<file path="config.mk">
export PLATFORM = sky130hd
export DESIGN_NAME = nibble_serial_sub
export DESIGN_NICKNAME = d
export VERILOG_FILES = /design/src/rtl/nibble_serial_sub.sv
export SDC_FILE = /design/constraint.sdc
export NUM_CORES = 1
export LEC_CHECK = 0
export CORE_MARGIN = 5
export CORE_UTILIZATION = 40
export DETAILED_ROUTE_END_ITERATION = 16
export PLACE_DENSITY_LB_ADDON = 0.1
export SYNTH_ARGS = -nofsm -noshare
export SYNTH_HDL_FRONTEND = slang
export SYNTH_SLANG_ARGS = --single-unit
</file>
<file path="constraint.sdc">
create_clock -name clk -period 3.5 [get_ports clk]
set_input_delay 0.7 -clock clk [delete_from_list [all_inputs] [get_ports clk]]
set_output_delay 0.7 -clock clk [all_outputs]
set_load 0.05 [all_outputs]
</file>
<file path="src/rtl/nibble_serial_sub.sv">
// Nibble-serial subtractor: diff = in1 - in2 - bin, one 4-bit slice per clock, LSB first.
// Optional NIBBLE_SUB_ADD_MODE_EN adds an 'op' input selecting add (1) or subtract (0).
module nibble_serial_sub #(
    parameter int unsigned WIDTH = 16
) (
    input  logic             clk,
    input  logic             rst_n,
    input  logic             start,
    input  logic [WIDTH-1:0] in1,
    input  logic [WIDTH-1:0] in2,
    input  logic             bin,
`ifdef NIBBLE_SUB_ADD_MODE_EN
    input  logic             op,
`endif
    output logic             busy,
    output logic             done,
    output logic [WIDTH-1:0] diff,
    output logic             bout,
    output logic             ovf
);

    localparam int unsigned K  = WIDTH / 4;
    localparam int unsigned IW = (K > 1) ? $clog2(K) : 1;

    typedef enum logic [1:0] {
        IDLE = 2'd0,
        RUN  = 2'd1,
        DONE = 2'd2
    } state_t;

    state_t           state_q, state_d;
    logic [WIDTH-1:0] a_q, a_d, b_q, b_d;
    logic             brw_q, brw_d;
    logic [IW-1:0]    idx_q, idx_d;
    logic             add_q, add_d;
    logic [WIDTH-1:0] diff_d;
    logic             bout_d, ovf_d, busy_d, done_d;
    logic [3:0]       a_nib, b_nib;
    logic [4:0]       slice;
    logic             add_sel;

`ifdef NIBBLE_SUB_ADD_MODE_EN
    assign add_sel = op;
`else
    assign add_sel = 1'b0;
`endif

    // State register plus all output and datapath flops
    always_ff @(posedge clk or negedge rst_n) begin
        if (!rst_n) begin
            state_q <= IDLE;
            a_q     <= '0;
            b_q     <= '0;
            brw_q   <= 1'b0;
            idx_q   <= '0;
            add_q   <= 1'b0;
            diff    <= '0;
            bout    <= 1'b0;
            ovf     <= 1'b0;
            busy    <= 1'b0;
            done    <= 1'b0;
        end else begin
            state_q <= state_d;
            a_q     <= a_d;
            b_q     <= b_d;
            brw_q   <= brw_d;
            idx_q   <= idx_d;
            add_q   <= add_d;
            diff    <= diff_d;
            bout    <= bout_d;
            ovf     <= ovf_d;
            busy    <= busy_d;
            done    <= done_d;
        end
    end

    // Next-state, slice arithmetic and next output values
    always_comb begin
        state_d = state_q;
        a_d     = a_q;
        b_d     = b_q;
        brw_d   = brw_q;
        idx_d   = idx_q;
        add_d   = add_q;
        diff_d  = diff;
        bout_d  = bout;
        ovf_d   = ovf;

        a_nib = a_q[{idx_q, 2'b00} +: 4];
        b_nib = b_q[{idx_q, 2'b00} +: 4];
        if (add_q) begin
            slice = {1'b0, a_nib} + {1'b0, b_nib} + {4'b0000, brw_q};
        end else begin
            slice = {1'b0, a_nib} - {1'b0, b_nib} - {4'b0000, brw_q};
        end

        case (state_q)
            IDLE, DONE: begin
                if (start) begin
                    a_d     = in1;
                    b_d     = in2;
                    brw_d   = bin;
                    add_d   = add_sel;
                    idx_d   = '0;
                    diff_d  = '0;
                    bout_d  = 1'b0;
                    ovf_d   = 1'b0;
                    state_d = RUN;
                end else if (state_q == DONE) begin
                    state_d = IDLE;
                end
            end
            RUN: begin
                diff_d[{idx_q, 2'b00} +: 4] = slice[3:0];
                brw_d = slice[4];
                idx_d = idx_q + IW'(1);
                if (idx_q == IW'(K - 1)) begin
                    bout_d = slice[4];
                    if (add_q) begin
                        ovf_d = (a_q[WIDTH-1] == b_q[WIDTH-1]) && (slice[3] != a_q[WIDTH-1]);
                    end else begin
                        ovf_d = (a_q[WIDTH-1] != b_q[WIDTH-1]) && (slice[3] != a_q[WIDTH-1]);
                    end
                    idx_d   = '0;
                    state_d = DONE;
                end
            end
            default: state_d = IDLE;
        endcase

        busy_d = (state_d == RUN);
        done_d = (state_d == DONE);
    end

endmodule

</file>
Yosys cells after proc, flatten, opt, wreduce, memory -nomap -nowiden
Index checks and enable logic that the tools add are counted.

word-level totals
  register bits after elaboration = 57
  logic and storage cells = 51

cells by class
  add/subtract/negate cells = 4
  equality and inequality tests = 9
  shift operators = 4
  muxes and demuxes = 17
  reduce and logical (&&, ||, !) cells = 7

operators with widths
  cell                      number
  $pmux W16 S2              1
  $shiftx A16 B5 Y4         2
  $bwmux W16                1
  $mux W16                  1
  $shift A4 B6 Y16 const A  1
  $shiftx A4 B6 Y16         1
  $mux W2                   5
  $pmux W2 S2               2
  $eq A2 B2 Y1 const B      3
  $neg A4 Y6                1
  $pmux W1 S2               3
  $sub A4 B4 Y5             1
  $sub A5 B1 Y5             1
  $eq A2 B1 Y1 const B      2
  $mux W1                   4
  $ne A2 B2 Y1 const B      2
  $reduce_and A2 Y1         2
  $reduce_and A3 Y1         1
  $add A2 B1 Y2 const B     1
  $logic_not A2 Y1          1
  $ne A1 B1 Y1              2
  $reduce_bool A2 Y1        1
  $reduce_or A2 Y1          1
  $logic_and A1 B1 Y1       1

Logic depth before layout (Yosys ltp)
Gate-level depths: netlist of the first run.

  depth in word-level cells = 7
  gate-level depth with buffers = 11

Worst setup path before layout of the first run
OpenSTA, ideal clock, no wires.

  kind = register to register
  start = register idx_q[0]
  end = register diff[15]
  library setup time = 0.121 ns
  arrival = 2.958 ns
  data required time = 3.379 ns
  slack = 0.421 ns
  stages on the path, launching flop included = 11
  path buffers = 2
  cell sequence = dfrtp_1 buf_2 buf_2 mux4_2 ha_1 inv_1 ha_1 or4b_1 o2bb2ai_1 nor3_2 a22o_1

between the ends
  word-level cells in the longest chain between the ends = 6
  elaborated cells between the ends (all ways) = 9

ends and longest elaborated chain
  what                                         RTL line  source
  from (decl)                                  34        logic [IW-1:0] idx_q, idx_d;
  from (signal assigned)                       67        idx_q <= idx_d;
  $shiftx A16 B5 Y4, on equally long branches  89, 90
  $sub A4 B4 Y5                                94        slice = {1'b0, a_nib} - {1'b0, b_nib} - {4'b0000, brw_q};
  $sub A5 B1 Y5                                94
  $shiftx A4 B6 Y16                            114       diff_d[{idx_q, 2'b00} +: 4] = slice[3:0];
  $bwmux W16 *                                 114
  $pmux W16 S2 *                               97        case (state_q)
  to (signal assigned)                         69        diff <= diff_d;
  to (decl)                                    17        output logic [WIDTH-1:0] diff,

Every way passes the cells marked *; elsewhere a longest branch is shown, timed or not.
A chain may end at the register's enable or synchronous reset.

Worst setup path in the final report of the first run
Ends and elaborated chain as after synthesis.

==> results.txt, run 1 <==
----------------------------------------------------
[Power]
  Post-layout power ... 3.93 mW
  IR drop worst, VDD ... 0.512 mV
  Net Switching ... 1.67 mW
  Fraction of power consumed by combinational cells ... 57.0%
  Clock group share of total power ... 13.9%
  Sequential cell fraction of total power ... 29.1%
  Leakage power ... 1.52 nW
  Power density over cell area ... 1140 nW/um^2
  Internal cell power ... 2.26 mW
  Sw Share ... 42.4%

[GRT]
  GR Overflow Total ... 0
  Vias in the first global route ... 1908
  GRT Util Overall ... 13.9%
  Most Used Layer, Global Route ... met2
  Largest net degree at the start of global routing ... 48
  Met3 demand-to-capacity share in global routing ... 5.70%
  Global routing usage on met2 ... 20.8%
  Wire length of the first global-routing pass ... 9130 um
  Antenna violations before repair ... 0
  Grt met1 use ... 17.9%

[Die]
  Die width ... 91.3 um
  I/O pins ... 56
  Effective utilization at floorplan ... 41.4%
  Height of the die ... 91.3 um
  Std-Cell Rows ... 29
  Die ar. ... 8330 um^2
  Floorplan core area ... 6390 um^2

[STA]
  Post-route fraction of the period consumed by the critical path ... 89.5%
  Worst clock skew on the final layout ... 0.00819 ns
  Measured slew at the worst slew-check pin ... 1.03 ns
  Slew Viols, Final ... 0
  Final-layout worst hold slack ... 0.501 ns
  Worst-case setup margin in the final layout ... 0.367 ns
  Slew Limit Headroom ... 31.0%
  RSZ-0062 raised after global routing ... no
  Highest attainable clock frequency ... 319 MHz
  Setup TNS ... 0 ns
  Clock period minus final worst setup slack ... 3.13 ns
  Final-report hold violation count ... 0
  Setup violation total in the final timing report ... 0

[Synth]
  Number of instances in the synthesized netlist ... 193
  Mapped Avg Cell Area ... 13.7 um^2
  Most used flip-flop cell after synthesis ... sky130_fd_sc_hd__dfrtp_1
  EDFF count, synth ... 0
  Top cells by area in the synthesized netlist ... sky130_fd_sc_hd__dfrtp_1, sky130_fd_sc_hd__mux2_2, sky130_fd_sc_hd__a22o_1
  Share of the synthesized area in the top cell type ... 54.0%
  Post-synth design cell area ... 2640 um^2
  Number of nets in the synthesized netlist ... 239
  Fraction of the yosys area taken by sequential cells ... 54.0%
  Synth area leader ... sky130_fd_sc_hd__dfrtp_1
  Seq cells post-synth ... 57
  Distinct cell type count after synthesis ... 37
  Synth Warn # ... 0
  Share of synthesized registers carrying an async set or reset ... 100%

[Hold path]
  Hold Startpoint ... a_q[4]$_DFFE_PN0P_
  Tightest Hold Check Type ... reg2reg

[Finish]
  Ratio of cells with drive above 1 in the final layout ... 23.8%
  Core occupancy in the finished layout ... 54.2%
  Register area ... 1430 um^2
  Nets ... 301
  Diodes inserted ... 0
  Footprint of the multi-input gates ... 1130 um^2
  Post-route insts no fill ... 337
  Area growth from synthesis to layout ... 31.1%
  Post-route cell area ... 3460 um^2
  Commonest non-fill, non-tap cell in the layout ... sky130_fd_sc_hd__dfrtp_1
  Filler Cells Inserted ... 543
  Most frequent cells in the layout ... sky130_fd_sc_hd__dfrtp_1, sky130_fd_sc_hd__clkdlybuf4s50_1, sky130_fd_sc_hd__mux2_2

[Worst setup path]
  Kind of start point of the critical path ... register
  Register-to-register path setup slack ... 0.37 ns
  Startpoint-to-endpoint class of the critical path ... reg2reg
  Origin of the worst setup path ... idx_q[0]$_DFFE_PN0P_
  Critical path arrival ... 3.36 ns
  Critical path peak fanout ... 12
  Capturing element type of the critical path ... register
  Data required time of the critical path ... 3.73 ns
  Reg-to-reg critical path startpoint ... idx_q[0]$_DFFE_PN0P_

[Route]
  First drt pass iteration count ... 4
  Routed Wire Length ... 5350 um
  Number of routed nets with antenna violations ... 0
  Total number of vias ... 1744
  Routed WL per cell ... 15.9 um
  Residual DRC count ... 0
  Vias/cell ... 5.18
  Initial drt markers ... 39

[Placed design]
  Area after DPL ... 3290 um^2
  Placed cell count ... 321
  Port Buffers ... 55
  Sum of net half-perimeters after detailed placement ... 3880 um
  Setup Slack @ Placement ... 0.360 ns
  Final Wtd Congestion ... 0.794

[Clocking]
  TritonCTS clock tree ... built
  Clock-pin slew of the registers on the worst-case setup and hold paths ... 0.07 ns
  CTS resizes ... 0
  Post-CTS Hold Buffers ... 0
  Num CTS Buffers ... 9
  Worst-skew pair later-pin latency ... 0.34 ns
  Clock tree sinks ... 57
  Setup Buffers After CTS ... 0
  Max clock buf depth ... 2
  Clock root buffer master ... sky130_fd_sc_hd__clkbuf_8
  Number of H-tree levels ... 3

[Outcome]
  Outcome ... completed

[Job]
  Maximum Capacitance Violations ... 0

----------------------------------------------------
[power by group through the flow]
stage / registers, mW / logic, mW / clock network (mW)
3_5_place_dp: 1.16 / 2.26 / 0
2_1_floorplan: 1.31 / 1.49 / 0
5_1_grt: 1.20 / 2.45 / 0.589
6_report: 1.14 / 2.24 / 0.546
4_1_cts: 1.15 / 2.27 / 0.561
3_3_place_gp: 1.16 / 2.23 / 0
[area by class of cell]
| class | instances | share of cell area (%) |
|---|---|---|
| multi-input combinational | 113 | 32.6 |
| sequential | 57 | 41.2 |
| clock inverter | 3 | 0.434 |
| clock buffer | 13 | 4.59 |
| timing repair buffer | 60 | 16.8 |
| tap | 77 | 2.78 |
| inverter | 14 | 1.52 |
[Yosys cell counts (4+ instances only)]
| master | n |
|---|---|
| sky130_fd_sc_hd__a21oi_1 | 5 |
| sky130_fd_sc_hd__a22o_1 | 18 |
| sky130_fd_sc_hd__buf_1 | 4 |
| sky130_fd_sc_hd__dfrtp_1 | 57 |
| sky130_fd_sc_hd__ha_1 | 8 |
| sky130_fd_sc_hd__inv_1 | 14 |
| sky130_fd_sc_hd__mux2_2 | 32 |
| sky130_fd_sc_hd__mux4_2 | 7 |
| sky130_fd_sc_hd__nand2_1 | 5 |
| sky130_fd_sc_hd__nor2_1 | 5 |
| sky130_fd_sc_hd__nor2b_1 | 4 |
[sequential cells by signal (all words and copies together) (netlist names)]
name     cells
diff        16
state_q      2
done         1
bout         1
brw_q        1
b_q         16
ovf          1
a_q         16
idx_q        2
busy         1
[cell families (layout without fill, tap and decap cells)]
kind of cell    after synthesis  after routing  synth area share, %
simple gates                 28             28                 6.49
fa+ha+maj                    10             10                 5.31
flops                        57             57                 54.0
mux                          41             41                 20.6
xor+xnor                      2              2                0.663
buf+inv                      23             90                 3.51
compound gates               32             32                 9.47
[routing by layer]
layer	share of wire [%]	vias up
met5	0	-
met4	2.1	0
met3	6.5	11
met2	46	50
met1	45	857
li1	-	826
[path summary, 6_finish.rpt]
path / end / depth (start not counted)
setup / recovery: diff[15]$_DFFE_PN0P_ / 9
hold / removal: a_q[4]$_DFFE_PN0P_ / 1
setup reg to reg: diff[15]$_DFFE_PN0P_ / 9
hold reg to reg: a_q[4]$_DFFE_PN0P_ / 1
max in group asynchronous: a_q[2]$_DFFE_PN0P_ / 2
min in group asynchronous: diff[6]$_DFFE_PN0P_ / 1
[critical path, cell delays in order, from the launching register on]
cell and delay (ns):
sky130_fd_sc_hd__dfrtp_1 0.59, sky130_fd_sc_hd__buf_4 0.28, sky130_fd_sc_hd__mux4_2 0.51, sky130_fd_sc_hd__ha_1 0.20, sky130_fd_sc_hd__inv_1 0.05, sky130_fd_sc_hd__ha_1 0.28
sky130_fd_sc_hd__or4b_1 0.52, sky130_fd_sc_hd__o2bb2ai_1 0.25, sky130_fd_sc_hd__nor3_2 0.12, sky130_fd_sc_hd__a22o_1 0.21
Power figures use the tool's default switching activity.
==> inputs of run 2 (changes only) <==
--- a/config.mk
+++ b/config.mk
@@ -5,6 +5,7 @@
 export SDC_FILE = /design/constraint.sdc
 export NUM_CORES = 1
 export LEC_CHECK = 0
+export ABC_AREA = 1
 export CORE_MARGIN = 5
 export CORE_UTILIZATION = 40
 export DETAILED_ROUTE_END_ITERATION = 16
==> results.txt, run 2 <==
----------------------------------------------------
[Power]
  IR drop worst, VDD ... 0.396 mV
  Leakage power ... 1.74 nW
  Post-layout power ... 3.99 mW
  Power density over cell area ... 1130 nW/um^2

[Die]
  Std-Cell Rows ... 30
  Floorplan core area ... 6760 um^2
  Effective utilization at floorplan ... 40.8%
  Die ar. ... 8650 um^2
  Die width ... 93.0 um
  I/O pins ... 56
  Height of the die ... 93.0 um

[Finish]
  Diodes inserted ... 0
  Commonest non-fill, non-tap cell in the layout ... sky130_fd_sc_hd__nand2_1
  Area growth from synthesis to layout ... 27.5%
  Registers with the highest flip-flop counts ... a_q x16, b_q x16, diff x16
  Ratio of cells with drive above 1 in the final layout ... 8.33%
  Nets ... 428
  Most frequent cells in the layout ... sky130_fd_sc_hd__nand2_1, sky130_fd_sc_hd__dfrtp_1, sky130_fd_sc_hd__clkdlybuf4s50_1

[STA]
  Highest attainable clock frequency ... 389 MHz
  Slew Viols, Final ... 0
  Measured slew at the worst slew-check pin ... 0.546 ns
  Slew Limit Headroom ... 63.5%
  Post-route fraction of the period consumed by the critical path ... 73.4%
  RSZ-0062 raised after global routing ... no
  Worst-case setup margin in the final layout ... 0.932 ns
  Final-report hold violation count ... 0
  Worst clock skew on the final layout ... 0.00465 ns
  Setup violation total in the final timing report ... 0
  Setup TNS ... 0 ns
  Clock period minus final worst setup slack ... 2.57 ns

[Worst setup path]
  Data required time of the critical path ... 3.76 ns
  Startpoint-to-endpoint class of the critical path ... reg2reg
  Kind of start point of the critical path ... register
  Ordered list of cells on the worst path ... inv_1 > a21oi_1 > a32o_1 > fa_1 > inv_1 > fa_1 > nor2_1 > nand2_1 > o21ai_1
  Critical path arrival ... 2.82 ns
  Slowest cell on the critical path ... sky130_fd_sc_hd__fa_1
  Capturing element type of the critical path ... register
  Critical path peak fanout ... 14
  Slowest stage delay, CP ... 0.49 ns

[Placed design]
  Setup Slack @ Placement ... 0.954 ns
  Final Wtd Congestion ... 0.857
  Sum of net half-perimeters after detailed placement ... 4580 um
  Port Buffers ... 55

[Route]
  Residual DRC count ... 0
  Vias/cell ... 4.85
  First drt pass iteration count ... 4
  Initial drt markers ... 71
  Total number of vias ... 2250
  Routed WL per cell ... 13.5 um
  Number of routed nets with antenna violations ... 0
  Routed Wire Length ... 6270 um

[Clocking]
  Setup Buffers After CTS ... 0
  TritonCTS clock tree ... built
  Clock-pin slew of the registers on the worst-case setup and hold paths ... 0.06 ns
  Worst-skew pair later-pin latency ... 0.33 ns
  Post-CTS Hold Buffers ... 0
  Clock tree sinks ... 57
  Number of H-tree levels ... 3
  Clock root buffer master ... sky130_fd_sc_hd__clkbuf_8
  CTS resizes ... 0
  Max clock buf depth ... 2
  Num CTS Buffers ... 9

[Synth]
  Count leader, synth ... sky130_fd_sc_hd__nand2_1
  Synth Warn # ... 0
  Adder and majority gate portion of the synthesized area ... 5.09%
  Number of instances in the synthesized netlist ... 325
  Fraction of the mapped netlist area in compound gates ... 8.90%
  Top cells by area in the synthesized netlist ... sky130_fd_sc_hd__dfrtp_1, sky130_fd_sc_hd__nand2_1, sky130_fd_sc_hd__ha_1
  Synth area leader ... sky130_fd_sc_hd__dfrtp_1
  Share of the synthesized area in the top cell type ... 51.8%
  Multiplexer share of the synthesized area ... 0%
  Number of nets in the synthesized netlist ... 371
  List of most frequent post-synthesis cells ... sky130_fd_sc_hd__nand2_1, sky130_fd_sc_hd__dfrtp_1, sky130_fd_sc_hd__inv_1, sky130_fd_sc_hd__nor2_1, sky130_fd_sc_hd__o21ai_0
  Fraction of the yosys area taken by sequential cells ... 51.8%
  Mapped Avg Cell Area ... 8.48 um^2
  Post-synth design cell area ... 2760 um^2
  EDFF count, synth ... 0
  Distinct cell type count after synthesis ... 28
  Most used flip-flop cell after synthesis ... sky130_fd_sc_hd__dfrtp_1
  Simple-gate share of the synthesized area ... 27.7%
  XOR/XNOR share of the synthesized area ... 0.636%
  Share of synthesized registers carrying an async set or reset ... 100%
  Combinational family with the most area after synthesis ... simple AND/OR/NAND/NOR gates
  Seq cells post-synth ... 57

[Job]
  Maximum Capacitance Violations ... 0

[GRT]
  Wire length of the first global-routing pass ... 10700 um
  GRT Util Overall ... 15.7%
  GR Overflow Total ... 0
  Vias in the first global route ... 2251
  Antenna violations before repair ... 0
  Largest net degree at the start of global routing ... 42

[Outcome]
  Outcome ... completed

[Hold path]
  Tightest Hold Check Type ... in2async

----------------------------------------------------
[run 2: cell types whose count changed in the layout (fill, tap and decap cells not counted), sizes merged, moves of 3 or more]
cell   delta
a22o     -18
inv      +13
mux2     -33
mux4      -7
nand2   +141
nand3     +8
nand4     +4
nor2     +10
nor2b     -4
o21ai    +21
o22ai     +6
o31ai     +3
[run 2: cells by family after synthesis]
group | after synthesis
simple gates | 175
fa+ha+maj | 10
compound gates | 42
buf+inv | 39
xor+xnor | 2
flops | 57
[run 2: worst paths after layout]
check                                           from                    to  slack, ns  cells past startpoint
worst min-delay path                           rst_n   a_q[13]$_DFFE_PN0P_       0.28                      1
worst max-delay path            idx_q[1]$_DFFE_PN0P_  diff[13]$_DFFE_PN0P_       0.93                      9
worst max register to register  idx_q[1]$_DFFE_PN0P_  diff[13]$_DFFE_PN0P_       0.93                      9
worst min register to register    a_q[2]$_DFFE_PN0P_    a_q[2]$_DFFE_PN0P_       0.48                      2
min in group clk                  a_q[2]$_DFFE_PN0P_    a_q[2]$_DFFE_PN0P_       0.48                      2
max in group asynchronous                      rst_n    a_q[1]$_DFFE_PN0P_       2.38                      2
[run 2: layer usage]
layer  wire length (um)  vias to the layer above  track usage, %  part of all wire, %
met1               2960                     1036            21.8                   47
met3                394                        8            3.94                  6.3
met2               2810                       66            23.9                   45
met5                  0                        -               0                    0
met4                 95                        0            5.86                  1.5
li1                   -                     1140               -                    -
[run 2: power by group]
| group | switching [mW] | internal [mW] | total [mW] |
|---|---|---|---|
| clock network | 0.231 | 0.263 | 0.494 |
| logic | 1.56 | 0.837 | 2.40 |
| registers | 0.155 | 0.936 | 1.09 |
[run 2: critical path: cells and delay by family (launching register included)]
family                   cells  cell delay, ns
adder cells (fa/ha/maj)      2            0.91
AO/OA/AOI/OAI                3            0.48
flip-flops                   1            0.46
buffers and inverters        2            0.46
AND/OR/NAND/NOR              2            0.20
[run 2: area by class of cell]
| cell class | instances | area, um^2 |
|---|---|---|
| clock inverters | 1 | 5.00 |
| inverters | 27 | 101 |
| clock buffers | 12 | 145 |
| well taps | 80 | 100 |
| fillers | 686 | 3240 |
| repair buffers | 58 | 568 |
| flip-flops and latches | 57 | 1430 |
| multi-input cells | 229 | 1170 |
[run 2: through the flow]
step | hold WS, ns | util, % | std cells | area [um^2]
floorplan | 0.404 | - | 325 | 2760
CTS | 0.283 | 52.0 | 464 | 3510
global placement | 0.465 | 49.8 | 451 | 3360
finish | 0.280 | 52.0 | 464 | 3510
global route | 0.309 | 52.0 | 464 | 3510
detailed placement | 0.466 | 49.8 | 451 | 3360
==> inputs of run 3 (changes only) <==
==> constraint.sdc (replaced) <==
create_clock -name clk -period 2.4 [get_ports clk]
set_input_delay 0.48 -clock clk [delete_from_list [all_inputs] [get_ports clk]]
set_output_delay 0.48 -clock clk [all_outputs]
set_load 0.05 [all_outputs]
==> results.txt, run 3 (synthesis gave the netlist of run 2 again) <==
----------------------------------------------------
[Finish]
  Post-route cell area ... 3650 um^2
  Footprint of the multi-input gates ... 1190 um^2
  Diodes inserted ... 0
  Commonest non-fill, non-tap cell in the layout ... sky130_fd_sc_hd__nand2_1
  Registers with the highest flip-flop counts ... a_q x16, b_q x16, diff x16
  Filler Cells Inserted ... 657
  Ratio of cells with drive above 1 in the final layout ... 14.1%
  Nets ... 440
  Post-route insts no fill ... 478
  Area growth from synthesis to layout ... 32.4%
  Most frequent cells in the layout ... sky130_fd_sc_hd__nand2_1, sky130_fd_sc_hd__dfrtp_1, sky130_fd_sc_hd__clkdlybuf4s50_1
  Register area ... 1430 um^2

[Clocking]
  Worst-skew pair later-pin latency ... 0.33 ns
  Clock root buffer master ... sky130_fd_sc_hd__clkbuf_8
  Clock tree sinks ... 57
  Max clock buf depth ... 2
  Number of H-tree levels ... 3
  TritonCTS clock tree ... built
  Clock-pin slew of the registers on the worst-case setup and hold paths ... 0.07 ns
  Num CTS Buffers ... 9

[STA]
  Setup violation total in the final timing report ... 0
  Highest attainable clock frequency ... 437 MHz
  Final-layout worst hold slack ... 0.294 ns
  Worst clock skew on the final layout ... 0.00680 ns
  Slew Viols, Final ... 0
  Slew Limit Headroom ... 52.2%
  Setup TNS ... 0 ns
  Final-report hold violation count ... 0
  Post-route fraction of the period consumed by the critical path ... 95.4%
  Worst-case setup margin in the final layout ... 0.111 ns
  Clock period minus final worst setup slack ... 2.29 ns
  Measured slew at the worst slew-check pin ... 0.718 ns

[Worst setup path]
  Data required time of the critical path ... 2.64 ns
  Capturing element type of the critical path ... register
  Critical path arrival ... 2.53 ns
  Register-to-register path setup slack ... 0.11 ns
  Reg-to-reg critical path startpoint ... idx_q[0]$_DFFE_PN0P_
  Startpoint-to-endpoint class of the critical path ... reg2reg
  Kind of start point of the critical path ... register
  Critical path peak fanout ... 5
  Worst Reg2Reg Path Length in Cells ... 12
  End of the worst register-to-register path ... brw_q$_DFFE_PN0P_

[Power]
  Leakage power ... 1.80 nW
  Power density over cell area ... 1690 nW/um^2
  IR drop worst, VDD ... 0.679 mV

[Die]
  Floorplan core area ... 6760 um^2
  Height of the die ... 93.0 um
  Effective utilization at floorplan ... 40.8%
  Std-Cell Rows ... 30
  I/O pins ... 56
  Die width ... 93.0 um
  Die ar. ... 8650 um^2

[Job]
  Maximum Capacitance Violations ... 0

[Route]
  Routed Wire Length ... 6410 um
  Number of routed nets with antenna violations ... 0
  Residual DRC count ... 0
  Initial drt markers ... 101
  Routed WL per cell ... 13.4 um
  Vias/cell ... 4.81
  First drt pass iteration count ... 4
  Total number of vias ... 2298

[Hold path]
  Tightest Hold Check Type ... in2async

[Placed design]
  Final Wtd Congestion ... 0.783
  Sum of net half-perimeters after detailed placement ... 4650 um
  Placed cell count ... 462
  Setup Slack @ Placement ... 0.0696 ns
  Area after DPL ... 3440 um^2
  Port Buffers ... 55

[GRT]
  GR Overflow Total ... 0
  Antenna violations before repair ... 0
  Vias in the first global route ... 2374
  GRT Util Overall ... 16.3%
  Largest net degree at the start of global routing ... 58
  Wire length of the first global-routing pass ... 11100 um

[Outcome]
  Outcome ... completed

----------------------------------------------------
## run 3: cell types whose count changed in the layout (fill, tap and decap cells not counted), moves of 2 or more
cell	delta
sky130_fd_sc_hd__buf_4	+11
sky130_fd_sc_hd__inv_1	-2
sky130_fd_sc_hd__o21ai_0	-3
sky130_fd_sc_hd__clkinv_2	+3
sky130_fd_sc_hd__fa_2	+2
sky130_fd_sc_hd__fa_1	-2
sky130_fd_sc_hd__o21ai_1	+3
sky130_fd_sc_hd__nor2_1	-2
## run 3: layout make-up
cell class | count | area share [%]
multi-input combinational | 229 | 32.7
clock buffer | 11 | 3.88
sequential | 57 | 39.1
inverter | 27 | 2.85
clock inverter | 4 | 0.549
tap | 80 | 2.74
timing repair buffer | 70 | 18.1
## run 3: routing by layer
metal / track usage (%) / vias up / share of wire [%]
met5: 0 / - / 0
met4: 6.59 / 0 / 1.2
met3: 3.22 / 6 / 5.0
met2: 26.8 / 45 / 48
met1: 20.9 / 1083 / 46
li1: - / 1164 / -
## run 3: worst max-delay path, cell delays in order, from the launching register on
cell	delay, ns
sky130_fd_sc_hd__dfrtp_1	0.44
sky130_fd_sc_hd__buf_4	0.16
sky130_fd_sc_hd__buf_4	0.15
sky130_fd_sc_hd__nor2_4	0.10
sky130_fd_sc_hd__o22ai_2	0.09
sky130_fd_sc_hd__fa_2	0.39
sky130_fd_sc_hd__inv_2	0.07
sky130_fd_sc_hd__fa_2	0.20
sky130_fd_sc_hd__nand2_1	0.07
sky130_fd_sc_hd__a21oi_2	0.15
sky130_fd_sc_hd__xor2_1	0.14
sky130_fd_sc_hd__nand2_1	0.08
sky130_fd_sc_hd__a22oi_1	0.16
## run 3: report_power, final
part	internal, mW	switching [mW]	total (mW)
Clock	0.390	0.371	0.761
Combinational	1.47	2.34	3.80
Sequential	1.36	0.249	1.61
Total	3.22	2.96	6.18
## run 3: how the worst max path moves through the flow
stage	slack (ns)	from	end
2_1_floorplan	0.02	idx_q[0]$_DFFE_PN0P_	brw_q$_DFFE_PN0P_
3_3_place_gp	0.14	idx_q[1]$_DFFE_PN0P_	brw_q$_DFFE_PN0P_
3_5_place_dp	0.07	idx_q[1]$_DFFE_PN0P_	brw_q$_DFFE_PN0P_
4_1_cts	0.05	idx_q[0]$_DFFE_PN0P_	brw_q$_DFFE_PN0P_
5_1_grt	-0.02	idx_q[0]$_DFFE_PN0P_	brw_q$_DFFE_PN0P_
6_report	0.11	idx_q[0]$_DFFE_PN0P_	brw_q$_DFFE_PN0P_
## run 3: repair_timing
action                                  4_1_cts  5_1_grt
gates resized for setup                       0       15
endpoints found under the hold margin         0        0
setup buffers                                 0        1
hold buffers                                  0        0
endpoints found under the setup margin        0       14
## run 3: through the flow
step	util [%]	power, mW
finish	54.0	6.18
floorplan	-	4.23
detailed placement	51.0	5.30
global route	54.0	6.75
CTS	53.4	6.10
global placement	51.0	5.26
